## src/rtl/constants_pkg.sv

```systemverilog
// Datapath and register file sizing for the core.
package constants_pkg;
  localparam int ARCH_LEN     = 32;
  localparam int REG_FILE_LEN = 32;
  localparam int REG_ADDR_W   = $clog2(REG_FILE_LEN);
endpackage

```

## src/rtl/instruction_pkg.sv

```systemverilog
// Decoded instruction record carried down the pipeline.
package instruction_pkg;
  import constants_pkg::*;

  typedef struct packed {
    logic                  valid;
    logic [ARCH_LEN-1:0]   pc;
    logic [6:0]            opcode;
    logic                  is_store;
    logic                  reg_write_enable;
    logic                  reg_data_ready;
    logic [REG_ADDR_W-1:0] dst_reg;
    logic [ARCH_LEN-1:0]   dst_reg_data;
  } inst_decoded_t;
endpackage

```

## src/rtl/writeback_stage_if.sv

```systemverilog
// Bundle between MEM/decode and the writeback stage: instruction in, read ports, status out.
interface writeback_stage_if;
  import constants_pkg::*;
  import instruction_pkg::*;

  inst_decoded_t         inst_mem_in;
  logic                  flush_in;
  logic [REG_ADDR_W-1:0] rd_addr_1;
  logic [REG_ADDR_W-1:0] rd_addr_2;
  logic [ARCH_LEN-1:0]   rd_data_1;
  logic [ARCH_LEN-1:0]   rd_data_2;
  inst_decoded_t         inst_wb_out;
  logic [31:0]           retire_count;
  logic                  wb_error;

  modport master (
    output inst_mem_in, flush_in, rd_addr_1, rd_addr_2,
    input  rd_data_1, rd_data_2, inst_wb_out, retire_count, wb_error
  );

  modport slave (
    input  inst_mem_in, flush_in, rd_addr_1, rd_addr_2,
    output rd_data_1, rd_data_2, inst_wb_out, retire_count, wb_error
  );
endinterface

```

## src/rtl/reg_file.sv

```systemverilog
// Architectural register file: one write port, two combinational read ports with write-through.
module reg_file
  import constants_pkg::*;
(
  input  logic                  clk,
  input  logic                  rst,
  input  logic                  wr_en,
  input  logic [REG_ADDR_W-1:0] wr_addr,
  input  logic [ARCH_LEN-1:0]   wr_data,
  input  logic [REG_ADDR_W-1:0] rd_addr_1,
  input  logic [REG_ADDR_W-1:0] rd_addr_2,
  output logic [ARCH_LEN-1:0]   rd_data_1,
  output logic [ARCH_LEN-1:0]   rd_data_2
);

  logic [ARCH_LEN-1:0] regs_view [REG_FILE_LEN];

  // Flops rather than RAM: the whole file must clear asynchronously.
  generate
    for (genvar gi = 0; gi < REG_FILE_LEN; gi++) begin : g_reg
      if (gi == 0) begin : g_zero
        assign regs_view[gi] = '0;
      end else begin : g_store
        logic [ARCH_LEN-1:0] q_reg;
        always_ff @(posedge clk or posedge rst) begin
          if (rst) begin
            q_reg <= '0;
          end else if (wr_en && (wr_addr == REG_ADDR_W'(gi))) begin
            q_reg <= wr_data;
          end
        end
        assign regs_view[gi] = q_reg;
      end
    end
  endgenerate

  // The pending write is visible in the same cycle so decode never sees a stale value.
  assign rd_data_1 = (rd_addr_1 == '0)                   ? '0      :
                     (wr_en && (rd_addr_1 == wr_addr))   ? wr_data :
                                                           regs_view[rd_addr_1];
  assign rd_data_2 = (rd_addr_2 == '0)                   ? '0      :
                     (wr_en && (rd_addr_2 == wr_addr))   ? wr_data :
                                                           regs_view[rd_addr_2];

endmodule

```

## src/rtl/writeback_stage.sv

```systemverilog
// Final pipeline stage: latches the instruction leaving MEM, commits it to the register file,
// and tracks retired instructions and missing-data errors.
module writeback_stage
  import constants_pkg::*;
  import instruction_pkg::*;
(
  input  logic              clk,
  input  logic              rst,
  writeback_stage_if.slave  wb
);

  inst_decoded_t wb_q_reg;
  logic [31:0]   retire_count_reg;
  logic          wb_error_reg;
  logic          commit;
  logic          data_missing;

  assign commit       = wb_q_reg.valid & wb_q_reg.reg_write_enable &
                        wb_q_reg.reg_data_ready & (wb_q_reg.dst_reg != '0);
  assign data_missing = wb_q_reg.valid & wb_q_reg.reg_write_enable & ~wb_q_reg.reg_data_ready;

  always_ff @(posedge clk or posedge rst) begin
    if (rst) begin
      wb_q_reg         <= '0;
      retire_count_reg <= '0;
      wb_error_reg     <= 1'b0;
    end else begin
      wb_q_reg <= wb.inst_mem_in;
      // A flush squashes only the incoming instruction; the one already here still commits.
      if (wb.flush_in) begin
        wb_q_reg.valid <= 1'b0;
      end
      if (wb_q_reg.valid) begin
        retire_count_reg <= retire_count_reg + 32'd1;
      end
      if (data_missing) begin
        wb_error_reg <= 1'b1;
      end
    end
  end

  reg_file u_reg_file (
    .clk       (clk),
    .rst       (rst),
    .wr_en     (commit),
    .wr_addr   (wb_q_reg.dst_reg),
    .wr_data   (wb_q_reg.dst_reg_data),
    .rd_addr_1 (wb.rd_addr_1),
    .rd_addr_2 (wb.rd_addr_2),
    .rd_data_1 (wb.rd_data_1),
    .rd_data_2 (wb.rd_data_2)
  );

  assign wb.inst_wb_out  = wb_q_reg;
  assign wb.retire_count = retire_count_reg;
  assign wb.wb_error     = wb_error_reg;

endmodule

```

## src/flat_wrapper.sv

```systemverilog
// flat-port wrapper written by rule: the top's interface ports become plain ports
module writeback_stage_flat import constants_pkg::*; import instruction_pkg::*;
  (clk, rst, wb_inst_mem_in, wb_flush_in, wb_rd_addr_1, wb_rd_addr_2, wb_rd_data_1, wb_rd_data_2, wb_inst_wb_out, wb_retire_count, wb_wb_error);
  writeback_stage_if wb_i ();
  input  logic clk;
  input  logic rst;
  input wire logic [$bits(wb_i.inst_mem_in)-1:0] wb_inst_mem_in;
  input wire logic [$bits(wb_i.flush_in)-1:0] wb_flush_in;
  input wire logic [$bits(wb_i.rd_addr_1)-1:0] wb_rd_addr_1;
  input wire logic [$bits(wb_i.rd_addr_2)-1:0] wb_rd_addr_2;
  output wire logic [$bits(wb_i.rd_data_1)-1:0] wb_rd_data_1;
  output wire logic [$bits(wb_i.rd_data_2)-1:0] wb_rd_data_2;
  output wire logic [$bits(wb_i.inst_wb_out)-1:0] wb_inst_wb_out;
  output wire logic [$bits(wb_i.retire_count)-1:0] wb_retire_count;
  output wire logic [$bits(wb_i.wb_error)-1:0] wb_wb_error;
  assign wb_i.inst_mem_in = wb_inst_mem_in;
  assign wb_i.flush_in = wb_flush_in;
  assign wb_i.rd_addr_1 = wb_rd_addr_1;
  assign wb_i.rd_addr_2 = wb_rd_addr_2;
  assign wb_rd_data_1 = wb_i.rd_data_1;
  assign wb_rd_data_2 = wb_i.rd_data_2;
  assign wb_inst_wb_out = wb_i.inst_wb_out;
  assign wb_retire_count = wb_i.retire_count;
  assign wb_wb_error = wb_i.wb_error;
  writeback_stage u_core (.clk(clk), .rst(rst), .wb(wb_i));
endmodule
```

## config.mk

```make
export PLATFORM = sky130hd
export DESIGN_NAME = writeback_stage_flat
export DESIGN_NICKNAME = d
export VERILOG_FILES = /design/src/rtl/constants_pkg.sv /design/src/rtl/instruction_pkg.sv /design/src/rtl/writeback_stage_if.sv /design/src/rtl/reg_file.sv /design/src/rtl/writeback_stage.sv /design/src/flat_wrapper.sv
export SDC_FILE = /design/constraint.sdc
export NUM_CORES = 2
export LEC_CHECK = 0
export ABC_AREA = 1
export CAP_MARGIN = 20
export CORE_ASPECT_RATIO = 1.2
export CORE_UTILIZATION = 50
export CTS_BUF_LIST = sky130_fd_sc_hd__clkbuf_4
export DETAILED_ROUTE_END_ITERATION = 8
export PLACE_DENSITY = 0.68
export SYNTH_ARGS = -nofsm -noshare
export SYNTH_HDL_FRONTEND = slang
export SYNTH_SLANG_ARGS = --single-unit
```

## constraint.sdc

```tcl
create_clock -name clk -period 37 [get_ports clk]
set_clock_uncertainty 0.1 [all_clocks]
set_input_delay 5.55 -clock clk [delete_from_list [all_inputs] [get_ports clk]]
set_output_delay 5.55 -clock clk [all_outputs]
set_load 0.02 [all_outputs]
```

==> metrics.txt <==
crit-path cells=buf_8 -> buf_4 -> buf_4 -> buf_4 -> nand3_1 -> nand3_1 -> nand3_1 -> nand3_1 -> nand3_1 -> nand2_1 -> clkdlybuf4s50_1; global-route wire length before repair=between 300 and 400 mm; violated checks=design-rule violations; total of max-cap violations=0; most frequent CP cell=nand3_1; Setup TNS=0 ns; leakage=34.2 nW; DR WL/cell=around 21 um; r2r setup slk=roughly 32 ns; Worst R2R End=u_core.u_reg_file.g_reg[14].g_store.q_reg[5]; Critical Path End=wb_rd_data_1[7]; final wirelength=~230 mm; hold-fix buffers at CTS=0; Worst Path Required=31.35 ns; total setup buffers inserted after CTS=0; cell count after synthesis=between 9000 and 10000; sequential area share after synthesis=0.447; post-route cell area=between 60000 and 70000 um^2; CTS resizes=0; Setup WS pre-CTS=21.39 ns; GPL Wtd Cong=roughly 0.9; Post-synth EDFFs=0; H-tree depth=5; Reg-to-Reg Start=u_core.wb.inst_wb_out[79]; Yosys reg bits=1105; post-route ant nets=0; post-DP HPWL=approximately 120 mm; Core ar.=123000 um^2; hold crit path type=reg2reg; RSZ-0062 raised after global routing=no; vias per cell=5.85; overall power=approximately 2.8 mW; Pre-antenna DRT Iters=9; IO Pins=270; dpl cells=a little over 10000; initial antenna violation count=9; commonest non-fill, non-tap cell in the layout=nand2_1; Max Slew Vio Count=0; Mapped Nets=roughly 9200; CP max stage cell=buf_4; vias in the first global route=approximately 61000; Max VDD drop=0.0258 mV; layout cells sized above 1=0.0658; Syn Area/Cell=6.79 um^2; number of port buffers=roughly 270; root buf cell=clkbuf_4; hold slack=approximately 0.37 ns; Multi-input gate area=27600 um^2; PwrDens=41.5 nW/um^2; crit path from=wb_rd_addr_1[1]; Synth Cell Area=61900 um^2; row cnt=between 100 and 150; clk_lat worst skew=approximately 1.3 ns; largest net degree at the start of global routing=between 150 and 200; Reg area=27700 um^2; Num CTS Buffers=roughly 310; Max Freq=63.6 MHz; post-place instance area=64700 um^2; Yosys warnings=0; Initial Util=0.504; min Tclk post-route=about 16 ns; Worst-path clk slew=0.06 ns; total grt overflow=0; max incr delay on CP=roughly 0.95 ns; kind of critical path=in2out; nature of the critical path endpoint=output pin; Setup Viol. Count Final=0; Nets=between 9000 and 10000; die area=between 100000 and 150000 um^2; clock buffer depth=4; critical path launch point type=input port; CTS Sinks=roughly 1100; crit share post-route=0.425; DRT iter0 DRCs=just under 9000; Max-slew headroom=0.123; Critical Path Fanout Max=just under 70; fill count=~12000; Primary FF master, synth=dfrtp_1; commonest non-fill, non-tap cells in the layout=3171 x nand2_1, 1954 x nand3_1, 1105 x dfrtp_1; Hold Vio Cnt, Final=0; status=finished with violations; Slew @ Worst Pin=1.32 ns; CTS tree=done; die span in x=around 320 um; final core utilization=0.557; post-synth cell types=28; Post-synth ARST share=1.00; worst r2r path cells=10; max reg flops=between 900 and 1000; Area Growth Syn to Fin=10.6%; Layout Cells excl Fill=around 11000; Via Count=approximately 64000; total track usage=0.373; WP data arrival=about 10 ns; DR DRC count=3; Die Span Y=388 um; Final WS setup=~21 ns
-- per-layer routing --
metal  vias to the layer above  track usage  share of wire
li1                      28900            -              -
met1                     29800        0.485           0.38
met2                      4225        0.560           0.43
met3                       883        0.102           0.13
met4                        12        0.206          0.055
met5                         -            0        0.00035
-- power by group --
part / total, mW / internal, mW / switching, mW
combinational: 0.451 / 0.140 / 0.311
clock: 1.09 / 0.551 / 0.536
sequential: 1.30 / 1.26 / 0.0375
-- critical path, delay by kind of cell --
kind                   cells  cell delay [ns]
and+or+nand+nor            6             0.99
buffers and inverters      5             3.38
-- logic make-up (layout without fill, tap and decap cells) --
logic type	Yosys count	count (layout)	synth area share
AO/OA/AOI/OAI	996	996	0.0805
buffers and inverters	1768	1908	0.110
XOR/XNOR	30	30	0.00424
other	0	5	0
flip-flops	1105	1105	0.447
AND/OR/NAND/NOR	5225	5225	0.358
adder cells (fa/ha/maj)	1	1	0.000202
-- synthesized netlist by cell type (2+ instances only) --
cell type     n  area, um^2
nor3_1       12        60.1
inv_2         8        30.0
nand2_2      15        93.8
buf_1        84         315
clkbuf_1    525        1970
dfrtp_1    1105       27700
nand3_1    1954        9780
buf_2       103         515
a21oi_1       2        10.0
nand2_1    3185       12000
xnor2_1      11        96.3
o21ai_0     353        1770
xor2_1       19         166
o21ai_1     640        3200
nand3b_1      2        15.0
inv_1      1037        3890
nand4_1       8        50.1
nand2_4       5        56.3
buf_4         8        60.1
nor2_1       41         154
-- worst min path at each step --
stage	from	to	depth (start not counted)
after floorplan	u_core.u_reg_file.g_reg[19].g_store.q_reg[0]	u_core.u_reg_file.g_reg[19].g_store.q_reg[0]	2
after global placement	u_core.u_reg_file.g_reg[24].g_store.q_reg[19]	u_core.u_reg_file.g_reg[24].g_store.q_reg[19]	2
after detailed placement	u_core.u_reg_file.g_reg[24].g_store.q_reg[17]	u_core.u_reg_file.g_reg[24].g_store.q_reg[17]	2
after CTS	u_core.wb.inst_wb_out[37]	u_core.wb.wb_error	1
after global routing	u_core.u_reg_file.g_reg[29].g_store.q_reg[14]	u_core.u_reg_file.g_reg[29].g_store.q_reg[14]	2
final	u_core.wb.inst_wb_out[37]	u_core.wb.wb_error	1
-- layout make-up --
cell class | instances | area share
antenna | 5 | 0.000183
clock buffer | 442 | 0.0484
clock inverter | 62 | 0.00393
inverter | 1046 | 0.0581
multi-input combinational | 6252 | 0.403
sequential | 1105 | 0.404
tap | 1644 | 0.0300
timing repair buffer | 358 | 0.0522
(Power assumes the default switching activity.)
